<file path="config.mk">
export PLATFORM = sky130hd
export DESIGN_NAME = haar_butterfly_stage_16bit
export DESIGN_NICKNAME = d
export VERILOG_FILES = /design/src/rtl/haar_butterfly_stage_16bit.sv
export SDC_FILE = /design/constraint.sdc
export NUM_CORES = 1
export LEC_CHECK = 0
export ABC_AREA = 1
export CORE_UTILIZATION = 45
export CTS_BUF_LIST = sky130_fd_sc_hd__clkbuf_16
export DETAILED_ROUTE_END_ITERATION = 16
export HOLD_SLACK_MARGIN = 0.12
export PLACE_DENSITY = 0.74
export SYNTH_ARGS = -nofsm -noshare
export SYNTH_HDL_FRONTEND = slang
export SYNTH_SLANG_ARGS = --single-unit
</file>
<file path="constraint.sdc">
create_clock -name clk -period 2.6 [get_ports clk]
set_clock_uncertainty 0.1 [all_clocks]
set_input_delay 0.52 -clock clk [delete_from_list [all_inputs] [get_ports clk]]
set_output_delay 0.52 -clock clk [all_outputs]
set_load 0.01 [all_outputs]
</file>
<file path="src/rtl/haar_butterfly_stage_16bit.sv">
// Haar butterfly feeder: buffers the first half of each frame, emits sum/diff pairs
// and tracks the downstream 1/sqrt(2) multiplier latency. Optional macro: DB_SAT_EN.
module haar_butterfly_stage_16bit #(
  parameter int N        = 8,
  parameter int MULT_LAT = 3,
  parameter int IDXW     = (N > 2) ? $clog2(N / 2) : 1
) (
  input  logic            clk,
  input  logic            rst,
  input  logic [15:0]     in_data,
  input  logic            in_valid,
  output logic            in_ready,
  output logic [15:0]     sum_out,
  output logic [15:0]     diff_out,
  output logic [IDXW-1:0] out_idx,
  output logic            out_last,
  output logic            out_valid,
  input  logic            out_ready,
  output logic            mult_en,
  output logic            scaled_valid
`ifdef DB_SAT_EN
  ,
  output logic            sat_flag
`endif
);

  localparam int HALF = N / 2;
  localparam logic [IDXW-1:0] LAST_IDX = IDXW'(HALF - 1);

  typedef enum logic {FILL, PAIR} state_t;

  state_t          state, state_nxt;
  logic [IDXW-1:0] cnt, cnt_nxt;
  logic            xfer;
  logic            pair_load;
  logic            out_xfer;

  logic signed [15:0] buf_mem [HALF];
  logic signed [15:0] a_p0, b_p0;
  logic signed [15:0] sum_p0, diff_p0;
  logic [MULT_LAT-1:0] vld_sr;

`ifdef DB_SAT_EN
  logic signed [16:0] sum_w_p0, diff_w_p0;
  logic               sat_p0;

  function automatic logic is_ovf(input logic signed [16:0] v);
    return v[16] != v[15];
  endfunction

  function automatic logic signed [15:0] sat16(input logic signed [16:0] v);
    if (v[16] != v[15])
      return v[16] ? 16'sh8000 : 16'sh7fff;
    return v[15:0];
  endfunction
`endif

  assign xfer      = in_valid && in_ready;
  assign pair_load = xfer && (state == PAIR);
  assign out_xfer  = out_valid && out_ready;
  assign mult_en   = out_ready;

  always_comb begin
    state_nxt = state;
    cnt_nxt   = cnt;
    in_ready  = 1'b1;
    if (state == PAIR)
      in_ready = !out_valid || out_ready;
    if (in_valid && in_ready) begin
      if (cnt == LAST_IDX) begin
        cnt_nxt   = '0;
        state_nxt = (state == FILL) ? PAIR : FILL;
      end else begin
        cnt_nxt = cnt + 1'b1;
      end
    end
  end

  always_ff @(posedge clk) begin
    if (!rst) begin
      state <= FILL;
      cnt   <= '0;
    end else begin
      state <= state_nxt;
      cnt   <= cnt_nxt;
    end
  end

  // First-half samples wait here until their partner arrives
  always_ff @(posedge clk) begin
    if (xfer && (state == FILL))
      buf_mem[cnt] <= signed'(in_data);
  end

  // Stage p0: butterfly arithmetic on buffered and incoming sample
  always_comb begin
    a_p0 = buf_mem[cnt];
    b_p0 = signed'(in_data);
`ifdef DB_SAT_EN
    sum_w_p0  = {a_p0[15], a_p0} + {b_p0[15], b_p0};
    diff_w_p0 = {a_p0[15], a_p0} - {b_p0[15], b_p0};
    sum_p0    = sat16(sum_w_p0);
    diff_p0   = sat16(diff_w_p0);
    sat_p0    = is_ovf(sum_w_p0) || is_ovf(diff_w_p0);
`else
    sum_p0    = a_p0 + b_p0;
    diff_p0   = a_p0 - b_p0;
`endif
  end

  // Stage p1: registered output with valid/ready hold
  always_ff @(posedge clk) begin
    if (!rst) begin
      sum_out   <= '0;
      diff_out  <= '0;
      out_idx   <= '0;
      out_last  <= 1'b0;
      out_valid <= 1'b0;
`ifdef DB_SAT_EN
      sat_flag  <= 1'b0;
`endif
    end else if (pair_load) begin
      sum_out   <= sum_p0;
      diff_out  <= diff_p0;
      out_idx   <= cnt;
      out_last  <= (cnt == LAST_IDX);
      out_valid <= 1'b1;
`ifdef DB_SAT_EN
      sat_flag  <= sat_p0;
`endif
    end else if (out_xfer) begin
      out_valid <= 1'b0;
    end
  end

  // Valid shadow of the multiplier pipeline; advances only when it does
  generate
    if (MULT_LAT > 1) begin : g_sr
      always_ff @(posedge clk) begin
        if (!rst)
          vld_sr <= '0;
        else if (mult_en)
          vld_sr <= {vld_sr[MULT_LAT-2:0], out_xfer};
      end
    end else begin : g_sr1
      always_ff @(posedge clk) begin
        if (!rst)
          vld_sr <= '0;
        else if (mult_en)
          vld_sr <= out_xfer;
      end
    end
  endgenerate

  assign scaled_valid = vld_sr[MULT_LAT-1];

endmodule

</file>
After elaboration in Yosys (flattened, before gate mapping)
Memory sizes are Yosys's and may differ from the RTL's. A register that Yosys moved wholly into a read port is not among the register bits.
Index checks and enable logic that the tools add are counted.

operators by class
  reduce and logical (&&, ||, !) cells = 8
  add/sub/neg operators = 3
  bitwise logic cells = 1
  equality and inequality tests = 1
  mux-type cells = 9

operator list
  kind                                         count
  adder 16 bit                                 1
  subtractor 16 bit                            1
  two-way mux 1 bit                            6
  two-way mux 2 bit                            3
  logical AND 1 bit                            4
  adder 2 x 1 -> 2 bit, second input constant  1
  equality test 2 bit, second input constant   1
  AND reduction 2 bit                          1
  nonzero test 2 bit                           1
  zero test 1 bit                              1
  logical OR 1 bit                             1
  inverter 1 bit                               1

word-level totals
  input port bits = 20
  memories kept = 1
  bits in writable memories = 64
  logic and storage cells = 31
  output and inout port bits = 39
  register bits = 42

memories
  memory   words  width  read ports  clocked after Yosys merged registers in  wr ports  line  source
  buf_mem  4      16     1           1                                        1         38    logic signed [15:0] buf_mem [HALF];

Depth between registers and ports, before layout
  depth in word-level cells = 7
  mapped depth = 18
  mapped depth without buffers = 17

Worst setup path after synthesis
No wires, ideal clock.

  kind = reg2reg
  from = register with a tool-made name
  to = register sum_out[14]
  setup time = 117 ps
  arrival time = 2257 ps
  stages on the path, launching flop included = 14
  period minus slack after synthesis = 2474 ps
  required time = 2383 ps
  path slack = 126 ps
  path buffers = 1
  cells stage by stage = dfxtp_1 -> clkbuf_1 -> nand2_1 -> a32oi_1 -> inv_1 -> fa_1 -> o21ai_0 -> nand3_1 -> nand2_1 -> nand2_1 -> nand3_1 -> nand2_1 -> nor2_1 -> nor2_1

RTL lines
  element               line  source
  end signal, assigned  123   sum_out <= sum_p0;
  end, declared         13    output logic [15:0] sum_out,

==> results by stage <==
Clock tree:
- The count of H-tree levels built during CTS is 3.
- TritonCTS built the clock tree.
- The cell at the root of the clock tree is sky130_fd_sc_hd__clkbuf_16.
- The TritonCTS sink count is 107.
- The later-pin clock latency in the skew report is 360 ps.
- TritonCTS created 9 clock buffers.
- The number of buffers on the longest clock path is 2.
- After clock tree synthesis, the clock-pin slew on the worst setup and hold paths is 70 ps.

Timing:
- Measured against its own limit, the worst slew margin works out to 66.3%.
- The worst path in the final design needs a cycle of 2450 ps, including I/O delays and setup.
- Setup violations remaining at the end of the flow were counted as 0.
- The portion of the clock cycle consumed by the worst path in the final layout is 94.4%.
- The total count of hold-check failures in the final report is 0.
- The final worst-path setup slack is 147 ps.
- The count of final max-slew check failures came to 0.
- Derived from the worst setup path, the maximum achievable clock frequency is 0.408 GHz.
- At the pin with the least slew margin, the transition time is 504 ps.

Yosys:
- The sequential cell area fraction in the yosys report is 47.5%.
- The cell type with the highest aggregate area in the netlist is sky130_fd_sc_hd__edfxtp_1.
- The count of mapped cells out of synthesis is 714.
- The flip-flop and latch count after synthesis is 107.
- The cell area after technology mapping is 5860 sq um.
- Yosys mapped a number of flops with a built-in enable equal to 64.
- The fraction of synthesized cell area in xor and xnor cells is 1.35%.
- The predominant post-synthesis flop cell is sky130_fd_sc_hd__edfxtp_1.
- The portion of synthesized area spent on multiplexers is 0%.
- Ranked by total cell area, the synthesized netlist is headed by sky130_fd_sc_hd__edfxtp_1 (33%), sky130_fd_sc_hd__dfxtp_1 (15%), sky130_fd_sc_hd__nand2_1 (9.7%).
- Dividing the synthesized area by the synthesized cell count gives 8.21 sq um.
- During synthesis, Yosys emitted a total of 0 warnings.
- The async set or reset register ratio after synthesis is 0%.
- The number of nets handed over by synthesis was 771.
- The number of distinct library cells after synthesis is 35.
- The synthesized netlist devotes 13.3% of its cell area to compound gates.
- The fraction of post-synthesis cell area in the top cell type by area is 32.8%.
- By area, the combinational part of the netlist is dominated by simple AND/OR/NAND/NOR gates.
- The simple logic cell fraction of the synthesized area is 19.7%.
- Of the total synthesized cell area, the portion taken by full adders, half adders and majority gates is 8.16%.

Layout:
- The proportion of layout cells with a drive suffix above 1 is 16.1%.
- The final layout contains 877 nets.
- The area growth from synthesis to layout is 28.9%.
- 0 antenna diodes ended up in the layout.
- After routing the design area is 7550 sq um.
- The number of standard cells in the final layout excluding fillers is 997.
- The final standard cell utilization of the core is 59.6%.

Drt:
- The count of TritonRoute iterations in the first routing pass is 5.
- The first routing iteration left 400 violations.
- The routed length per instance is 13.9 um.
- The sum of routed wire length over all layers is 13,900 um.
- The detail-routed via count per cell is 5.01.
- The via count of the routed design is 4,993.
- The post-detailed-route count of antenna-violating nets is 0.
- For this run, design rule violations remaining after detail routing come to 0.

Pwr:
- The total power per unit cell area is 610 nW/um^2.
- The analysis attributes to cell leakage a power of 3.41 nW.
- The largest voltage drop on the vdd net is 0.419 mV.

Worst setup path:
- The largest fanout on the critical path is 6.
- Measured in cells, the most critical reg-to-reg path has a length of 12.
- The worst register-to-register path ends at sum_out[8].
- The worst endpoint data arrival time is 2630 ps.
- By startpoint and endpoint, the worst setup path is classified as register to register.
- STA classifies the critical path startpoint as a register.
- STA classifies the critical path endpoint as a register.
- The data required time of the worst path is 2770 ps.
- The endpoint of the worst setup timing path is sum_out[8].
- The register-to-register path setup slack is 150 ps.

Global route:
- The aggregate global-route resource usage is 22.0%.
- Entering global routing, the biggest net connects 59 pins.
- The sum of overflow across all layers after global routing is 0.
- The via count of the first global-routing pass came to 4,829.
- The first-pass GRT wire length is 22,300 um.
- The initial antenna violation count is 0.

Placed design:
- The congestion estimate from routability-driven global placement came to 0.945.
- The number of placed instances, taps included, is 978.
- Once placement finished, the instance area stood at 7060 sq um.
- The number of port buffers is 58.
- Timing analysis after detailed placement gives a worst setup slack of -67.3 ps.
- Once detailed placement completed, the half-perimeter wirelength came to 9930 um.

Floorplan:
- The height of the die is 116 um.
- The die covers 13,500 sq um.
- The floorplan step set the die width to 116 um.
- The core region is 12,700 sq um.
- The number of primary I/O pins is 59.
- The number of rows created at floorplan is 41.
- The initial core utilization is 46.2%.

Status:
- The flow ran to the end, and the final reports show no timing, DRC or antenna violations.

Worst hold path:
- The worst min-delay path class is register to register.

Job:
- The max capacitance violation total is 0.
## cells in the mapped netlist (3+ instances only)
library cell	n
sky130_fd_sc_hd__nand2_1	152
sky130_fd_sc_hd__inv_1	102
sky130_fd_sc_hd__nor2_1	72
sky130_fd_sc_hd__edfxtp_1	64
sky130_fd_sc_hd__o21ai_0	44
sky130_fd_sc_hd__dfxtp_1	43
sky130_fd_sc_hd__nand3_1	41
sky130_fd_sc_hd__a21oi_1	39
sky130_fd_sc_hd__ha_1	35
sky130_fd_sc_hd__o21a_1	16
sky130_fd_sc_hd__buf_2	13
sky130_fd_sc_hd__o22ai_1	13
sky130_fd_sc_hd__inv_2	12
sky130_fd_sc_hd__clkbuf_1	11
sky130_fd_sc_hd__o21ai_1	10
sky130_fd_sc_hd__xor2_1	8
sky130_fd_sc_hd__o21bai_1	5
sky130_fd_sc_hd__nor3_1	4
sky130_fd_sc_hd__and2_1	3
sky130_fd_sc_hd__buf_6	3
sky130_fd_sc_hd__o211ai_2	3
## state kept, by name, summed over array words and instances, names as in the netlist, named ones only
| register | count |
|---|---|
| state | 1 |
| diff_out | 15 |
| out_valid | 1 |
| buf_mem | 64 |
| cnt | 2 |
| out_last | 1 |
| vld_sr | 3 |
| out_idx | 2 |
| sum_out | 16 |
## report_power, final
| part | leakage [nW] | internal (mW) | switching, mW |
|---|---|---|---|
| sequential | 0.937 | 1.86 | 0.0213 |
| clock | 0.149 | 0.755 | 0.651 |
| combinational | 2.33 | 0.556 | 0.763 |
## kinds of logic after synthesis
| family | Yosys count |
|---|---|
| buffers and inverters | 145 |
| AO/OA/AOI/OAI | 134 |
| AND/OR/NAND/NOR | 282 |
| adder cells (fa/ha/maj) | 37 |
| XOR/XNOR | 9 |
| flip-flops | 107 |
## final cells by class
class / instances / area [sq um]
repair buffers: 125 / 1180
clock buffers: 9 / 225
well taps: 172 / 215
flip-flops and latches: 107 / 2790
fillers: 1141 / 5120
clock inverters: 7 / 76.3
inverters: 115 / 437
multi-input cells: 462 / 2630
## metal layers
metal / wire length (um) / vias to the layer above / part of all wire (%) / global-route usage, %
met5: 0 / - / 0 / 0
met4: 348 / 0 / 2.5 / 8.29
met3: 677 / 26 / 4.9 / 5.35
met2: 6800 / 112 / 49 / 38.6
met1: 6040 / 2332 / 44 / 26.1
li1: - / 2523 / - / -
## what timing repair did
item                                    CTS  global route
pin swaps                                 0             9
buffers inserted                          0             3
endpoints found under the setup margin    3            21
gates cloned                              0             0
resized for setup                         1            37
hold buffers                              0             0
## how the worst min path moves through the flow
stage	from	end	cells after the start
6_report	diff_out[1]	diff_out[1]	2
4_1_cts	out_last	out_last	2
2_1_floorplan	vld_sr[0]	vld_sr[1]	2
3_5_place_dp	vld_sr[1]	vld_sr[2]	2
3_3_place_gp	vld_sr[0]	vld_sr[1]	2
5_1_grt	diff_out[1]	diff_out[1]	2
## critical path, stage by stage, from the launching register on
cell and delay, ps:
sky130_fd_sc_hd__dfxtp_4 370, sky130_fd_sc_hd__buf_4 160, sky130_fd_sc_hd__o21ai_0 250, sky130_fd_sc_hd__o22ai_2 150, sky130_fd_sc_hd__ha_1 350, sky130_fd_sc_hd__buf_4 170, sky130_fd_sc_hd__or2_1 230, sky130_fd_sc_hd__o21ai_2 190
sky130_fd_sc_hd__nand3_1 120, sky130_fd_sc_hd__nand3_1 80, sky130_fd_sc_hd__nand3_1 100, sky130_fd_sc_hd__nand2_1 80, sky130_fd_sc_hd__inv_1 30
## cell usage in the layout, fill, tap and decap left out, types with 5 or more instances in the layout
| master | synthesis | layout |
|---|---|---|
| sky130_fd_sc_hd__a21oi_1 | 39 | 39 |
| sky130_fd_sc_hd__buf_12 | 0 | 7 |
| sky130_fd_sc_hd__buf_4 | 2 | 58 |
| sky130_fd_sc_hd__clkbuf_16 | 0 | 9 |
| sky130_fd_sc_hd__clkdlybuf4s50_1 | 0 | 58 |
| sky130_fd_sc_hd__dfxtp_1 | 43 | 42 |
| sky130_fd_sc_hd__edfxtp_1 | 64 | 64 |
| sky130_fd_sc_hd__ha_1 | 35 | 27 |
| sky130_fd_sc_hd__inv_1 | 102 | 101 |
| sky130_fd_sc_hd__inv_2 | 12 | 12 |
| sky130_fd_sc_hd__nand2_1 | 152 | 148 |
| sky130_fd_sc_hd__nand2_2 | 2 | 6 |
| sky130_fd_sc_hd__nand3_1 | 41 | 40 |
| sky130_fd_sc_hd__nor2_1 | 72 | 71 |
| sky130_fd_sc_hd__o21a_1 | 16 | 16 |
| sky130_fd_sc_hd__o21ai_0 | 44 | 43 |
| sky130_fd_sc_hd__o21ai_1 | 10 | 10 |
| sky130_fd_sc_hd__o21bai_1 | 5 | 5 |
| sky130_fd_sc_hd__o22ai_2 | 0 | 9 |
| sky130_fd_sc_hd__xor2_1 | 8 | 8 |
## metrics by stage
step                hold slack (ps)  TNS, ps  total power, mW
floorplan                       348        0             2.66
global placement                364     -301             3.12
detailed placement              366     -332             3.13
CTS                             388        0             4.53
global route                    406     -108             4.84
finish                          388        0             4.60
Note: power is estimated with default switching activity, not from simulation.
